$ cat src/rtl/ntt_ctrl_if.sv
// Handshake and RAM/butterfly control bundle between the NTT front end and ntt_ctrl.
// master: the side that issues set/inv and consumes the sequencer outputs.
// slave:  the ntt_ctrl sequencer itself.
interface ntt_ctrl_if;
  logic       set;
  logic       inv;
  logic       busy;
  logic       done;
  logic       rd_en;
  logic [7:0] rd_addr_a;
  logic [7:0] rd_addr_b;
  logic [6:0] zeta_idx;
  logic [1:0] bf_mode;
  logic       wr_en;
  logic [7:0] wr_addr_a;
  logic [7:0] wr_addr_b;

  modport master (
    output set, inv,
    input  busy, done, rd_en, rd_addr_a, rd_addr_b, zeta_idx, bf_mode,
    input  wr_en, wr_addr_a, wr_addr_b
  );

  modport slave (
    input  set, inv,
    output busy, done, rd_en, rd_addr_a, rd_addr_b, zeta_idx, bf_mode,
    output wr_en, wr_addr_a, wr_addr_b
  );
endinterface

$ cat src/rtl/ntt_ctrl.sv
// Sequencer for the in-place Kyber NTT (N=256, q=3329). Issues one radix-2
// butterfly per cycle: RAM read addresses, zeta ROM index and butterfly mode,
// plus the matching write addresses LAT cycles later.
// Optional feature macro: NTT_INV_EN (inverse NTT with final scale-by-f pass).
// Without it the inv port is accepted but ignored and only the forward
// transform is sequenced.
module ntt_ctrl #(
  parameter int LAT = 4
) (
  input logic      clk,
  input logic      reset,
  ntt_ctrl_if.slave bus
);

`ifdef NTT_INV_EN
  typedef enum logic [2:0] {IDLE, RUN, DRAIN, SCALE, DRAIN2, FIN} state_t;
`else
  typedef enum logic [2:0] {IDLE, RUN, DRAIN, FIN} state_t;
`endif

  localparam logic [3:0] DLAST = 4'(LAT - 1);

  state_t     state, state_n;
  logic [2:0] layer, layer_n;
  logic [6:0] b, b_n;
  logic [3:0] dcnt, dcnt_n;
  logic       inv_sel;

`ifdef NTT_INV_EN
  logic inv_r, inv_n;
  assign inv_sel = inv_r;
`else
  logic unused_inv;
  assign unused_inv = bus.inv;
  assign inv_sel    = 1'b0;
`endif

  // butterfly address/zeta arithmetic
  logic [2:0] s_w;
  logic [7:0] len_w, b8, grp_w, off_w, bf_a_w, bf_b_w;
  logic [6:0] zeta_w;

  // combinational outputs of the current state
  logic       rd_en_c, busy_c, done_c;
  logic [7:0] addr_a_c, addr_b_c;
  logic [6:0] zeta_c;
  logic [1:0] mode_c;

  // write-side delay line, LAT stages deep
  logic       vld_p    [LAT];
  logic [7:0] addr_a_p [LAT];
  logic [7:0] addr_b_p [LAT];

  // control state register
  always_ff @(posedge clk) begin
    if (reset) begin
      state <= IDLE;
      layer <= 3'd0;
      b     <= 7'd0;
      dcnt  <= 4'd0;
`ifdef NTT_INV_EN
      inv_r <= 1'b0;
`endif
    end else begin
      state <= state_n;
      layer <= layer_n;
      b     <= b_n;
      dcnt  <= dcnt_n;
`ifdef NTT_INV_EN
      inv_r <= inv_n;
`endif
    end
  end

  // next-state logic: RUN a layer, DRAIN the pipe, then next layer / SCALE / FIN
  always_comb begin
    state_n = state;
    layer_n = layer;
    b_n     = b;
    dcnt_n  = dcnt;
`ifdef NTT_INV_EN
    inv_n   = inv_r;
`endif
    case (state)
      IDLE: begin
        if (bus.set) begin
          state_n = RUN;
          layer_n = 3'd0;
          b_n     = 7'd0;
`ifdef NTT_INV_EN
          inv_n   = bus.inv;
`endif
        end
      end
      RUN: begin
        b_n = b + 7'd1;
        if (b == 7'd127) begin
          state_n = DRAIN;
          dcnt_n  = 4'd0;
        end
      end
      DRAIN: begin
        if (dcnt == DLAST) begin
          b_n    = 7'd0;
          dcnt_n = 4'd0;
          if (layer != 3'd6) begin
            state_n = RUN;
            layer_n = layer + 3'd1;
          end else begin
            layer_n = 3'd0;
            state_n = FIN;
`ifdef NTT_INV_EN
            if (inv_r) state_n = SCALE;
`endif
          end
        end else begin
          dcnt_n = dcnt + 4'd1;
        end
      end
`ifdef NTT_INV_EN
      SCALE: begin
        b_n = b + 7'd1;
        if (b == 7'd127) begin
          state_n = DRAIN2;
          dcnt_n  = 4'd0;
        end
      end
      DRAIN2: begin
        if (dcnt == DLAST) begin
          state_n = FIN;
          dcnt_n  = 4'd0;
        end else begin
          dcnt_n = dcnt + 4'd1;
        end
      end
`endif
      FIN:     state_n = IDLE;
      default: state_n = IDLE;
    endcase
  end

  // butterfly index math: len = 2^s, group/offset split of b, zeta for the group
  always_comb begin
    s_w    = inv_sel ? (3'd1 + layer) : (3'd7 - layer);
    len_w  = 8'd1 << s_w;
    b8     = {1'b0, b};
    grp_w  = b8 >> s_w;
    off_w  = b8 & (len_w - 8'd1);
    bf_a_w = (grp_w << ({1'b0, s_w} + 4'd1)) | off_w;
    bf_b_w = bf_a_w + len_w;
    if (inv_sel)
      zeta_w = 7'((8'd128 >> layer) - 8'd1) - grp_w[6:0];
    else
      zeta_w = (7'd1 << layer) + grp_w[6:0];
  end

  // per-state outputs; addresses are held at zero whenever no read is issued
  always_comb begin
    rd_en_c  = 1'b0;
    busy_c   = 1'b0;
    done_c   = 1'b0;
    addr_a_c = 8'd0;
    addr_b_c = 8'd0;
    zeta_c   = 7'd0;
    mode_c   = 2'b00;
    case (state)
      RUN: begin
        rd_en_c  = 1'b1;
        busy_c   = 1'b1;
        addr_a_c = bf_a_w;
        addr_b_c = bf_b_w;
        zeta_c   = zeta_w;
        mode_c   = inv_sel ? 2'b01 : 2'b00;
      end
      DRAIN: busy_c = 1'b1;
`ifdef NTT_INV_EN
      SCALE: begin
        rd_en_c  = 1'b1;
        busy_c   = 1'b1;
        addr_a_c = {1'b0, b};
        addr_b_c = {1'b1, b};
        mode_c   = 2'b10;
      end
      DRAIN2: busy_c = 1'b1;
`endif
      FIN:     done_c = 1'b1;
      default: ;
    endcase
  end

  // write-enable delay line; cleared on reset so aborted writes are dropped
  always_ff @(posedge clk) begin
    if (reset) begin
      for (int i = 0; i < LAT; i++) vld_p[i] <= 1'b0;
    end else begin
      vld_p[0] <= rd_en_c;
      for (int i = 1; i < LAT; i++) vld_p[i] <= vld_p[i-1];
    end
  end

  // write-address delay line travelling alongside vld_p
  always_ff @(posedge clk) begin
    addr_a_p[0] <= addr_a_c;
    addr_b_p[0] <= addr_b_c;
    for (int i = 1; i < LAT; i++) begin
      addr_a_p[i] <= addr_a_p[i-1];
      addr_b_p[i] <= addr_b_p[i-1];
    end
  end

  assign bus.busy      = busy_c;
  assign bus.done      = done_c;
  assign bus.rd_en     = rd_en_c;
  assign bus.rd_addr_a = addr_a_c;
  assign bus.rd_addr_b = addr_b_c;
  assign bus.zeta_idx  = zeta_c;
  assign bus.bf_mode   = mode_c;
  assign bus.wr_en     = vld_p[LAT-1];
  assign bus.wr_addr_a = vld_p[LAT-1] ? addr_a_p[LAT-1] : 8'd0;
  assign bus.wr_addr_b = vld_p[LAT-1] ? addr_b_p[LAT-1] : 8'd0;

endmodule
$ cat src/flat_wrapper.sv
// flat-port wrapper written by rule: the top's interface ports become plain ports
module ntt_ctrl_flat 
#(
  parameter int LAT = 4
)
  (clk, reset, bus_set, bus_inv, bus_busy, bus_done, bus_rd_en, bus_rd_addr_a, bus_rd_addr_b, bus_zeta_idx, bus_bf_mode, bus_wr_en, bus_wr_addr_a, bus_wr_addr_b);
  ntt_ctrl_if bus_i ();
  input logic clk;
  input logic reset;
  input wire logic [$bits(bus_i.set)-1:0] bus_set;
  input wire logic [$bits(bus_i.inv)-1:0] bus_inv;
  output wire logic [$bits(bus_i.busy)-1:0] bus_busy;
  output wire logic [$bits(bus_i.done)-1:0] bus_done;
  output wire logic [$bits(bus_i.rd_en)-1:0] bus_rd_en;
  output wire logic [$bits(bus_i.rd_addr_a)-1:0] bus_rd_addr_a;
  output wire logic [$bits(bus_i.rd_addr_b)-1:0] bus_rd_addr_b;
  output wire logic [$bits(bus_i.zeta_idx)-1:0] bus_zeta_idx;
  output wire logic [$bits(bus_i.bf_mode)-1:0] bus_bf_mode;
  output wire logic [$bits(bus_i.wr_en)-1:0] bus_wr_en;
  output wire logic [$bits(bus_i.wr_addr_a)-1:0] bus_wr_addr_a;
  output wire logic [$bits(bus_i.wr_addr_b)-1:0] bus_wr_addr_b;
  assign bus_i.set = bus_set;
  assign bus_i.inv = bus_inv;
  assign bus_busy = bus_i.busy;
  assign bus_done = bus_i.done;
  assign bus_rd_en = bus_i.rd_en;
  assign bus_rd_addr_a = bus_i.rd_addr_a;
  assign bus_rd_addr_b = bus_i.rd_addr_b;
  assign bus_zeta_idx = bus_i.zeta_idx;
  assign bus_bf_mode = bus_i.bf_mode;
  assign bus_wr_en = bus_i.wr_en;
  assign bus_wr_addr_a = bus_i.wr_addr_a;
  assign bus_wr_addr_b = bus_i.wr_addr_b;
  ntt_ctrl #(.LAT(LAT)) u_core (.clk(clk), .reset(reset), .bus(bus_i));
endmodule
$ cat config.mk
export PLATFORM = sky130hd
export DESIGN_NAME = ntt_ctrl_flat
export DESIGN_NICKNAME = d
export VERILOG_FILES = /design/src/rtl/ntt_ctrl_if.sv /design/src/rtl/ntt_ctrl.sv /design/src/flat_wrapper.sv
export SDC_FILE = /design/constraint.sdc
export NUM_CORES = 1
export LEC_CHECK = 0
export ABC_AREA = 1
export BUFFER_PORTS_ARGS = -buffer_cell sky130_fd_sc_hd__buf_2
export CAP_MARGIN = 20
export CORE_MARGIN = 2
export CORE_UTILIZATION = 51
export DETAILED_ROUTE_END_ITERATION = 8
export PLACE_DENSITY = 0.82
export SKIP_CTS_REPAIR_TIMING = 1
export SYNTH_ARGS = -nofsm -noshare
export SYNTH_HDL_FRONTEND = slang
export SYNTH_SLANG_ARGS = --single-unit
export TNS_END_PERCENT = 10
$ cat constraint.sdc
create_clock -name clk -period 3.9 [get_ports clk]
set_clock_uncertainty 0.1 [all_clocks]
set_input_delay 1.17 -clock clk [delete_from_list [all_inputs] [get_ports clk]]
set_output_delay 1.17 -clock clk [all_outputs]
set_load 0.01 [all_outputs]
==> flow_metrics.py <==
metrics = {
    "synthesis": {
        "synth-seq-cells": 84,
        "synth_common_cells": "93 x nand2_1, 84 x dfxtp_1, 71 x inv_1, 36 x nor2_1, 34 x a21oi_1",
        "syn-mean-instance-area_um2": 7.98,
        "synthMuxAreaShare_pct": 0,
        "synth_adder_area_share_pct": 9.75,
        "synth_enable_flop_cells": 0,
        "synth_cells": 460,
        "synth_top_area_share_pct": 45.8,
        "ys.flop_type": "dfxtp_1",
        "ys_types": 41,
        "synthTopCellsByArea": "dfxtp_1 46%, nand2_1 9.5%, ha_1 9.2%, inv_1 7.3%, a21oi_1 4.6%",
        "async_flop_share_pct": 0,
        "yosys.area.top_type": "dfxtp_1",
        "synthSimpleGateAreaFrac_pct": 22.0,
        "synth_top_family_by_area": "simple AND/OR/NAND/NOR gates",
        "netlist_area_um2": 3670,
        "synth.most_common_cell": "nand2_1",
        "synthXorXnorAreaFrac_pct": 1.40,
        "yosysWarnings": 0,
        "synth_compound_area_share_pct": 11.1,
        "ys_seq_area_share_pct": 45.8,
    },
    "die": {
        "start_util_pct": 53.4,
        "num_rows": 30,
        "die_area_um2": 7890,
        "die_w_um": 88.8,
        "fp.coreArea_um2": 6870,
        "io_pins": 49,
        "die_h_um": 88.8,
    },
    "final_layout": {
        "fin_area_um2": 4760,
        "synthToLayoutAreaGrowth_pct": 29.8,
        "fin_cells": 654,
        "drive_gt1_share_pct": 31.5,
        "nets": 585,
        "antenna_cells": 0,
    },
    "drt": {
        "remaining_drc_errors": 0,
        "dr.pass1.iters": 5,
        "viasPerCell": 5.06,
        "highest_layer": "met4",
        "drt-met1-wl_um": 3500,
        "wl_met3_um": 521,
        "dr_total_vias": 3312,
        "drt-wirelength-per-cell_um": 13.1,
        "drt_iter0_drc": 173,
        "wl_met2_um": 4290,
        "finalWirelength_um": 8580,
        "antenna_left": 0,
    },
    "run_status": {
        "violations": "setup timing",
        "status": "finished with violations",
    },
    "placement": {
        "portBuffers": 45,
        "dpl-instance-area_um2": 4240,
        "dpl.hpwl_um": 6250,
        "dp.cells": 631,
        "place.gp.congestion": 0.908,
    },
    "cts": {
        "insertion_delay_ps": 350,
        "htreeDepth": 3,
        "clockBufferDepth": 2,
        "clk_transition_reported_paths_ps": 90,
        "clockRootBuffer": "clkbuf_8",
        "numCtsBuffers": 9,
        "cts.sinks": 84,
        "cts_tree": "built",
    },
    "worst_setup_path": {
        "critPathMaxFanout": 5,
        "crit_buf_inv": 6,
        "cp.required_ps": 2630,
        "critPathTopFamily": "simple AND/OR/NAND/NOR gates",
        "setup.worst_path.class": "register to output pin",
        "critPathCaptureType": "output pin",
        "slowest_stage": "dfxtp_4",
        "start_kind": "register",
        "max_stage_delay_ps": 380,
        "arrival_ps": 2970,
        "crit_path_frequent_cell": "nand2_2",
        "crit_chain": "inv_4 > ha_1 > ha_4 > inv_2 > buf_4 > nand4_2 > nand2_2 > nand2_2 > nand2_1 > inv_1 > ha_1 > inv_1 > nand2_2 > nand3_1 > nand2_1 > xnor2_2 > nor2_1 > buf_2",
    },
    "hold_path": {
        "hp-class": "register to register",
    },
    "timing": {
        "layout_min_cycle_time_ps": 4240,
        "timing.final.ws_setup_ps": -343,
        "tightest_slew_ps": 515,
        "post-route-period-util_pct": 109,
        "slew_viol_final": 0,
        "rsz0062_at_grt": "yes",
        "fmax_mhz": 236,
        "relSlewSlack_pct": 65.6,
        "hold_viol_final": 0,
        "finalSetupViolations": 7,
    },
    "job": {
        "drv_cap": 0,
    },
    "power_and_ir_drop": {
        "max-vdd-ir-drop_v": 0.000378,
        "power_mw": 3.43,
        "power.density_nw_per_um2": 720,
        "leakage_nw": 2.43,
    },
    "grt": {
        "overflow": 0,
        "antenna_found_initial": 0,
        "grt_max_degree": 18,
        "grt_pass1_vias": 2993,
        "grt_usage_pct": 21.4,
        "grt_pass1_wl_um": 13000,
    },
}
[flip-flops by register name, indices dropped and copies added, names as in the netlist]
name	cells
u_core.state	2
u_core.dcnt	4
u_core.b	7
u_core.addr_b_p	32
u_core.layer	3
u_core.vld_p	4
u_core.addr_a_p	32
[power by group]
group          internal [mW]  switching [mW]
combinational          0.714           0.934
clock                  0.368           0.309
sequential              1.03          0.0700
[cell usage in the layout, fill, tap and decap left out, types with 6 or more instances in the layout]
cell	synthesis	routed
nand3_2	2	7
dfxtp_1	84	79
clkbuf_8	0	9
inv_1	71	66
nor2_2	0	7
buf_2	1	45
nor2_1	36	29
ha_1	27	22
nand3_1	23	18
o21ai_0	22	18
buf_4	4	41
nand2_2	6	15
buf_6	3	7
nand2_1	93	82
inv_2	3	6
nor3_1	10	9
a21oi_1	34	30
[through the flow]
step                utilization [%]  TNS (ps)  setup WS (ps)  hold slack [ps]
detailed placement             61.8      -126          -84.1              212
CTS                            65.0     -2890           -480              223
finish                         69.4     -1860           -343              221
global route                   69.4     -3140           -506              227
floorplan                         -         0           5.25              210
global placement               61.8     -28.4          -28.4              210
[layout make-up]
cell class,count,area [um^2]
repair buffers,93,612
inverters,74,283
clock inverters,6,96.3
multi-input cells,291,1830
flip-flops and latches,84,1700
clock buffers,10,128
fillers,532,2100
well taps,96,120
[final timing paths]
path | from | end | slack, ps | depth (start not counted)
max | u_core.layer[0] | bus_rd_addr_b[4] | -340 | 18
min | u_core.addr_a_p[1][0] | u_core.addr_a_p[2][0] | 220 | 0
max reg2reg | u_core.layer[0] | u_core.addr_b_p[0][7] | 1230 | 16
min reg2reg | u_core.addr_a_p[1][0] | u_core.addr_a_p[2][0] | 220 | 0
[kinds of logic (layout without fill, tap and decap cells)]
kind of cell             count (synthesis)  in the layout
AO/OA/AOI/OAI                           72             72
XOR/XNOR                                 5              5
adder cells (fa/ha/maj)                 28             28
buffers and inverters                   86            183
flip-flops                              84             84
other                                    1              2
AND/OR/NAND/NOR                        184            184
[per-layer routing]
metal	up-vias	GRT usage, %
met5	-	0
met3	31	5.78
met2	129	36.7
met1	1492	25.6
met4	0	7.71
li1	1660	-
Note: power is estimated with default switching activity, not from simulation.
